===== src/rtl/tmul_uni_par_if.sv =====
// Operand/result bundle for the temporal-coded stochastic multiplier.
// master drives operands and run control; slave is the multiplier.
interface tmul_uni_par_if #(
  parameter int WIDTH = 8,
  parameter int CH    = 4
);
  logic [WIDTH-1:0]    iA;
  logic [CH*WIDTH-1:0] iB;
  logic                start;
  logic                abort;
  logic [CH-1:0]       oC;
  logic [CH*WIDTH-1:0] oCnt;
  logic                busy;
  logic                done;

  modport master (
    output iA, iB, start, abort,
    input  oC, oCnt, busy, done
  );

  modport slave (
    input  iA, iB, start, abort,
    output oC, oCnt, busy, done
  );
endinterface


===== src/rtl/tmul_uni_par.sv =====
// Multi-channel unipolar SC multiplier: A sets a window of A cycles, each B is compared to a shared bit-reversed index.
// Latency start->done is A+1 cycles; no backpressure, start is only honoured in IDLE/DONE and abort wins over everything but rst.
module tmul_uni_par #(
  parameter int WIDTH = 8,
  parameter int CH    = 4
) (
  input  logic          clk,
  input  logic          rst,
  tmul_uni_par_if.slave bus
);
  typedef enum logic [1:0] {IDLE, RUN, DONE} state_t;

  localparam logic [WIDTH-1:0] ONE = WIDTH'(1);

  state_t                     state_q, state_d;
  logic [WIDTH-1:0]           a_q;
  logic [WIDTH-1:0]           idx_q;
  logic [WIDTH-1:0]           seq;
  logic [CH-1:0][WIDTH-1:0]   b_q;
  logic [CH-1:0][WIDTH-1:0]   cnt_q;
  logic [CH-1:0]              c_bits;
  logic                       accept;

  // Sobol dimension-1 sequence is simply the index with its bits mirrored.
  always_comb begin
    seq = '0;
    for (int j = 0; j < WIDTH; j++) begin
      seq[j] = idx_q[WIDTH-1-j];
    end
  end

  always_comb begin
    c_bits = '0;
    for (int i = 0; i < CH; i++) begin
      c_bits[i] = (state_q == RUN) && (b_q[i] > seq);
    end
  end

  assign accept = (state_q != RUN) && bus.start && !bus.abort;

  always_comb begin
    state_d = state_q;
    case (state_q)
      RUN: begin
        if (bus.abort)       state_d = IDLE;
        else if (a_q == ONE) state_d = DONE;
        else                 state_d = RUN;
      end
      default: begin
        if (accept) state_d = (bus.iA != '0) ? RUN : DONE;
        else        state_d = IDLE;
      end
    endcase
  end

  always_ff @(posedge clk) begin
    if (rst) begin
      state_q <= IDLE;
      a_q     <= '0;
      idx_q   <= '0;
      b_q     <= '0;
      cnt_q   <= '0;
    end else begin
      state_q <= state_d;
      if (accept) begin
        a_q   <= bus.iA;
        b_q   <= bus.iB;
        idx_q <= '0;
        cnt_q <= '0;
      end else if (state_q == RUN) begin
        // The aborting cycle still counts its emitted bits so oCnt matches oC.
        a_q   <= a_q - ONE;
        idx_q <= idx_q + ONE;
        for (int i = 0; i < CH; i++) begin
          cnt_q[i] <= cnt_q[i] + {{(WIDTH-1){1'b0}}, c_bits[i]};
        end
      end
    end
  end

  assign bus.oC   = c_bits;
  assign bus.oCnt = cnt_q;
  assign bus.busy = (state_q == RUN);
  assign bus.done = (state_q == DONE);
endmodule


===== src/flat_wrapper.sv =====
// flat-port wrapper written by rule: the top's interface ports become plain ports
module tmul_uni_par_flat 
#(
  parameter int WIDTH = 8,
  parameter int CH    = 4
)
  (clk, rst, bus_iA, bus_iB, bus_start, bus_abort, bus_oC, bus_oCnt, bus_busy, bus_done);
  tmul_uni_par_if #(.WIDTH(WIDTH), .CH(CH)) bus_i ();
  input  logic clk;
  input  logic rst;
  input wire logic [$bits(bus_i.iA)-1:0] bus_iA;
  input wire logic [$bits(bus_i.iB)-1:0] bus_iB;
  input wire logic [$bits(bus_i.start)-1:0] bus_start;
  input wire logic [$bits(bus_i.abort)-1:0] bus_abort;
  output wire logic [$bits(bus_i.oC)-1:0] bus_oC;
  output wire logic [$bits(bus_i.oCnt)-1:0] bus_oCnt;
  output wire logic [$bits(bus_i.busy)-1:0] bus_busy;
  output wire logic [$bits(bus_i.done)-1:0] bus_done;
  assign bus_i.iA = bus_iA;
  assign bus_i.iB = bus_iB;
  assign bus_i.start = bus_start;
  assign bus_i.abort = bus_abort;
  assign bus_oC = bus_i.oC;
  assign bus_oCnt = bus_i.oCnt;
  assign bus_busy = bus_i.busy;
  assign bus_done = bus_i.done;
  tmul_uni_par #(.WIDTH(WIDTH), .CH(CH)) u_core (.clk(clk), .rst(rst), .bus(bus_i));
endmodule

===== config.mk =====
export PLATFORM = sky130hd
export DESIGN_NAME = tmul_uni_par_flat
export DESIGN_NICKNAME = d
export VERILOG_FILES = /design/src/rtl/tmul_uni_par_if.sv /design/src/rtl/tmul_uni_par.sv /design/src/flat_wrapper.sv
export SDC_FILE = /design/constraint.sdc
export NUM_CORES = 1
export LEC_CHECK = 0
export BUFFER_PORTS_ARGS = -buffer_cell sky130_fd_sc_hd__buf_4
export CAP_MARGIN = 20
export CORE_ASPECT_RATIO = 2
export CORE_MARGIN = 5
export CORE_UTILIZATION = 40
export CTS_BUF_LIST = sky130_fd_sc_hd__clkbuf_4
export CTS_CLUSTER_SIZE = 12
export DETAILED_ROUTE_END_ITERATION = 8
export PLACE_DENSITY_LB_ADDON = 0.25
export SLEW_MARGIN = 20
export SYNTH_ARGS = -nofsm -noshare
export SYNTH_HDL_FRONTEND = slang
export SYNTH_SLANG_ARGS = --single-unit

===== constraint.sdc =====
create_clock -name clk -period 2.6 [get_ports clk]
set_input_delay 0.52 -clock clk [delete_from_list [all_inputs] [get_ports clk]]
set_output_delay 0.52 -clock clk [all_outputs]
set_load 0.02 [all_outputs]

After elaboration in Yosys (flattened, before gate mapping)
Index checks and enable logic that the tools add are counted.
W data, S select, Z words.
{"block": "totals", "regBits": 82, "latchBits": 0, "ram_bits": 0, "mem_bits_ro": 0, "n_memories": 0}
{"block": "classes", "addsub": 6, "mul": 0, "div_mod_pow": 0, "magnitude_cmp": 4, "eq_ne": 4, "shift": 0, "muxes": 7, "n_bitwise": 0, "n_reduce_logical": 10}
{"cell": "$add A8 B1 Y8", "count": 4}
{"cell": "$gt A8 B8 Y1", "count": 4}
{"cell": "$mux W8", "count": 2}
{"cell": "$mux W2", "count": 5}
{"cell": "$add A8 B1 Y8 const B", "count": 1}
{"cell": "$eq A8 B1 Y1 const B", "count": 1}
{"cell": "$reduce_bool A8 Y1", "count": 1}
{"cell": "$sub A8 B1 Y8 const B", "count": 1}
{"cell": "$logic_and A1 B1 Y1", "count": 6}
{"cell": "$eq A2 B1 Y1 const B", "count": 1}
{"cell": "$eq A2 B2 Y1 const B", "count": 1}
{"cell": "$ne A2 B1 Y1 const B", "count": 1}
{"cell": "$reduce_bool A2 Y1", "count": 1}
{"cell": "$reduce_or A2 Y1", "count": 1}
{"cell": "$logic_not A1 Y1", "count": 1}

Longest topological paths before layout
{"block": "depth", "depth_word": 5, "mapped_depth": 12}

Worst setup path before layout
OpenSTA, ideal clock, no wires.
{"block": "synth_path", "path_kind": "register to register", "startpoint": "register u_core.idx_q[6]", "endpoint": "register u_core.cnt_q, in the netlist u_core.bus.oCnt[4]", "setup_ps": 70, "arrival_time_ps": 2124, "path_slack_ps": 406, "path_stages_with_launch": 12, "n_path_buf": 0, "period_less_slack_ps": 2194, "cell_sequence": "dfxtp_1 -> inv_1 -> ha_1 -> nor2b_1 -> o211ai_1 -> a21oi_1 -> o21a_1 -> ha_1 -> ha_1 -> inv_1 -> or3_1 -> a21oi_1"}
{"block": "synth_via", "elab_chain_cells": 3}
{"element": "start, declared", "line_no": "tmul_uni_par.sv:17", "source": "logic [WIDTH-1:0] idx_q;"}
{"element": "start signal, assigned", "line_no": "tmul_uni_par.sv:73", "source": "idx_q <= idx_q + ONE;"}
{"element": "$gt A8 B8 Y1", "line_no": "tmul_uni_par.sv:35", "source": "c_bits[i] = (state_q == RUN) && (b_q[i] > seq);"}
{"element": "$logic_and A1 B1 Y1", "line_no": "tmul_uni_par.sv:35"}
{"element": "named net bus_oC[0]", "line_no": "flat_wrapper.sv:15", "source": "output wire logic [$bits(bus_i.oC)-1:0] bus_oC;"}
{"element": "$add A8 B1 Y8", "line_no": "tmul_uni_par.sv:75", "source": "cnt_q[i] <= cnt_q[i] + {{(WIDTH-1){1'b0}}, c_bits[i]};"}
{"element": "end signal, assigned by index", "line_no": "tmul_uni_par.sv:75"}
{"element": "end, declared", "line_no": "tmul_uni_par.sv:20", "source": "logic [CH-1:0][WIDTH-1:0] cnt_q;"}
The timed path passes the listed nets, and every way through them passes these cells.
A chain may end at the register's enable or synchronous reset.

Final worst setup path
{"block": "layout_path", "startpoint": "register u_core.idx_q[0]", "endpoint": "output bus_oC[0]"}
{"block": "layout_via", "elab_chain_cells": 2}
{"element": "$gt A8 B8 Y1", "line_no": "tmul_uni_par.sv:35"}
{"element": "$logic_and A1 B1 Y1", "line_no": "tmul_uni_par.sv:35"}
{"element": "end, declared", "line_no": "flat_wrapper.sv:15"}
No other way between the ends.

==> impl_results.md <==
- CTS root buf: clkbuf_4
- Tot Pwr: 0.002453 W
- DR vias/cell: 5.085
- Clk slew on worst S/H paths: 120 ps
- Type of the worst min-delay path: input port to flop
- Worst setup SP type: flop
- # resized after CTS: 0
- Setup violators final: 0
- FP Rows: 52
- Pwr per Cell Area: 488.4 nW/um2
- Final estimated routing congestion in global placement: 0.8589
- Sequential area share after synthesis: 39.59%
- Drt drc: 0
- CTS H-Tree Depth: 3
- Critical path's largest stage delay: 370 ps
- Post-Syn Nets: 592
- DRT antenna net count: 0
- Synth cell types: 41
- CTS tree: built
- Crit path capture type: output port
- Clk buf depth: 2
- Grt ovf: 0
- Drt first pass iters: 4
- Inst Count DP: 706
- # fillers: 1067
- Status: complete, no violations
- Most used cell, CP: nor2_1
- Total CTS buffers: 9
- Slew @ Worst Pin: 462.5 ps
- TNS Setup: 0 ps
- Worst path top cell family by delay: flip-flops
- DIE WIDTH: 82.00 um
- Max Freq: 405.4 MHz
- Largest net degree at the start of global routing: 44
- Required @ worst endpoint: 2080 ps
- Die area: 12630 um2
- Flip-flop and latch count after synthesis: 82
- Lkg Pwr: 2.037 nW
- # Max-Cap Violations: 0
- 1st-iter DRT viols: 123
- IO Pins: 82
- Post-CTS setup buffer count: 0
- Met2 Wirelength: 5.295 mm
- Initial Util: 40.85%
- Crit-path slowest cell: dfxtp_2
- CP cell instances: inv_1, ha_1, nand4_1, nor2_1, nor2_1, o21a_1, buf_4
- Antenna violations before repair: 1
- CTS sink cnt: 82
- Slew Viols, Final: 0
- Final hold violation count: 0
- RSZ-0062 raised after global routing: yes
- VDD IR max: 0.3742 mV
- Final net count: 669
- Skew final: 16.81 ps
- Synth warnings: 0
- Core footprint: 10150 um2
- Area growth syn-to-layout: 21.12%
- Min cycle time layout: 2467 ps
- DR top layer: met4
- Metal3 WL: 493 um
- Fin cells: 721
- Avg Cell Area, Syn: 8.211 um2
- Share of cells above drive strength 1: 19.66%
- CP bufs+invs: 2
- Final worst path period share: 94.88%
- CP Class: flop to output port
- Worst Path Max Fanout: 5
- Number of global-route vias before repair: 3629
- Overall routing resource usage: 16.60%
- Hold buffer count at CTS: 0
- Mapped Area: 4146 um2
- DP HPWL: 7.671 mm
- Worst Path Arrival: 1950 ps
- DIE HEIGHT: 154.0 um
- Routed metal-1 wire length: 3.732 mm
- Avg WL per Cell: 13.63 um
- Via count: 3666
- Relative slew slack: 69.09%
- First-pass GRT wire length: 16.40 mm
- I/O Buffers: 81
- Cells after Synth: 505
- Routed WL: 9.829 mm
- Worst-skew pair later-pin latency: 430 ps
-- metrics by stage --
stage                     cell area [um2]  utilization [%]  setup slack, ps  hold WS, ps
after floorplan                      4146                -            405.7        436.3
after global placement               4873            48.02            231.6        449.5
after detailed placement             4873            48.02            199.5        452.5
after CTS                            5017            49.43            6.557        256.6
after global routing                 5022            49.48           -31.61        289.1
final                                5022            49.48            133.0        291.8
-- cell usage in the layout (no fill, tap or decap), drive strengths merged, types with 2 or more instances in the layout --
master,netlist,layout
o21ai,6,6
clkinv,0,2
o211ai,4,4
nand2b,5,5
nor4,8,8
and4,2,2
nor2b,6,6
or3,4,4
xnor2,15,15
nand3,9,9
nor3,8,8
xor2,13,13
a211oi,2,2
a21oi,67,67
nand4,18,18
ha,43,43
bufinv,0,2
o311ai,2,2
buf,17,89
dfxtp,82,82
and3,4,4
o21a,4,4
nor2,44,44
inv,16,16
nand4b,2,2
nand2,109,109
clkbuf,6,10
-- where the power goes --
part	leakage, nW	internal, W	total [W]	switching, W
clock network	0.0798	0.000387	0.000797	0.000411
registers	0.666	0.00129	0.00132	0.0000298
logic	1.29	0.000150	0.000332	0.000182
total	2.04	0.00183	0.00245	0.000623
-- final timing paths --
check	endpoint	start	cells after the start	slack, ps
hold / removal	u_core.state_q[0]$_SDFF_PP0_	bus_abort	2	290
setup reg to reg	u_core.bus.oCnt[4]$_SDFFE_PP0P_	u_core.idx_q[0]$_SDFFE_PP0P_	10	270
setup / recovery	bus_oC[0]	u_core.idx_q[0]$_SDFFE_PP0P_	7	130
hold reg to reg	u_core.b_q[8]$_SDFFE_PP0P_	u_core.b_q[8]$_SDFFE_PP0P_	2	470
-- state kept, by name, indices dropped and copies added (netlist names) --
register / flops
u_core.a_q: 8
u_core.state_q: 2
u_core.idx_q: 8
u_core.bus.oCnt: 32
u_core.b_q: 32
-- synthesized netlist by cell type (all sizes together) --
master | count | share of area, %
nand3b | 1 | 0.18
xnor2 | 15 | 3.2
o311ai | 2 | 0.42
and4 | 2 | 0.42
o41ai | 1 | 0.21
or3 | 4 | 0.72
or4 | 1 | 0.27
o21a | 4 | 0.72
and2 | 1 | 0.15
buf | 17 | 2.4
xor2 | 13 | 2.7
nand2 | 109 | 9.9
inv | 16 | 1.4
nand4b | 2 | 0.42
a2bb2oi | 1 | 0.21
nand3 | 9 | 1.1
a21boi | 1 | 0.18
o211ai | 4 | 0.72
nor2b | 6 | 0.91
ha | 43 | 13
a211oi | 2 | 0.36
a311oi | 1 | 0.21
nand4 | 18 | 2.7
nand2b | 5 | 0.75
clkbuf | 6 | 0.54
and3 | 4 | 0.60
dfxtp | 82 | 40
nor4 | 8 | 1.5
o21ai | 6 | 0.72
nor2 | 44 | 4.2
nor4b | 1 | 0.36
a31oi | 1 | 0.15
a21oi | 67 | 8.1
nor3 | 8 | 0.97
-- worst reg2reg max path, stage by stage (launching register included) --
cell and delay (ps):
dfxtp_2 370, inv_1 120, ha_1 340, nand4_1 180
a21oi_1 170, o21a_1 160, ha_1 210, ha_1 190
inv_1 60, or3_1 330, a21oi_1 130
-- cell type report --
class                      count  area (um2)  area share [%]
tap                          135       168.9           3.363
timing repair buffer          89       680.7           13.55
multi-input combinational    384        2322           46.24
clock buffer                  10       75.07           1.495
antenna                        1       2.502         0.04983
inverter                      16       60.06           1.196
sequential                    82        1644           32.74
clock inverter                 4       68.82           1.370
-- layer usage --
metal  global-route usage (%)  vias up
li1                         -     1889
met1                    17.46     1680
met2                    30.10       76
met3                    3.220       21
met4                    8.162        0
met5                        0        -
-- cell families after synthesis --
family	share of synthesized area, %
and+or+nand+nor	25.11
AOI/OAI and AO/OA	12.01
DFF	39.59
adders and majority gates	12.98
buffers and inverters	4.405
xor gates and xnor gates	5.914
No activity file was read; power rests on OpenSTA's default activity.
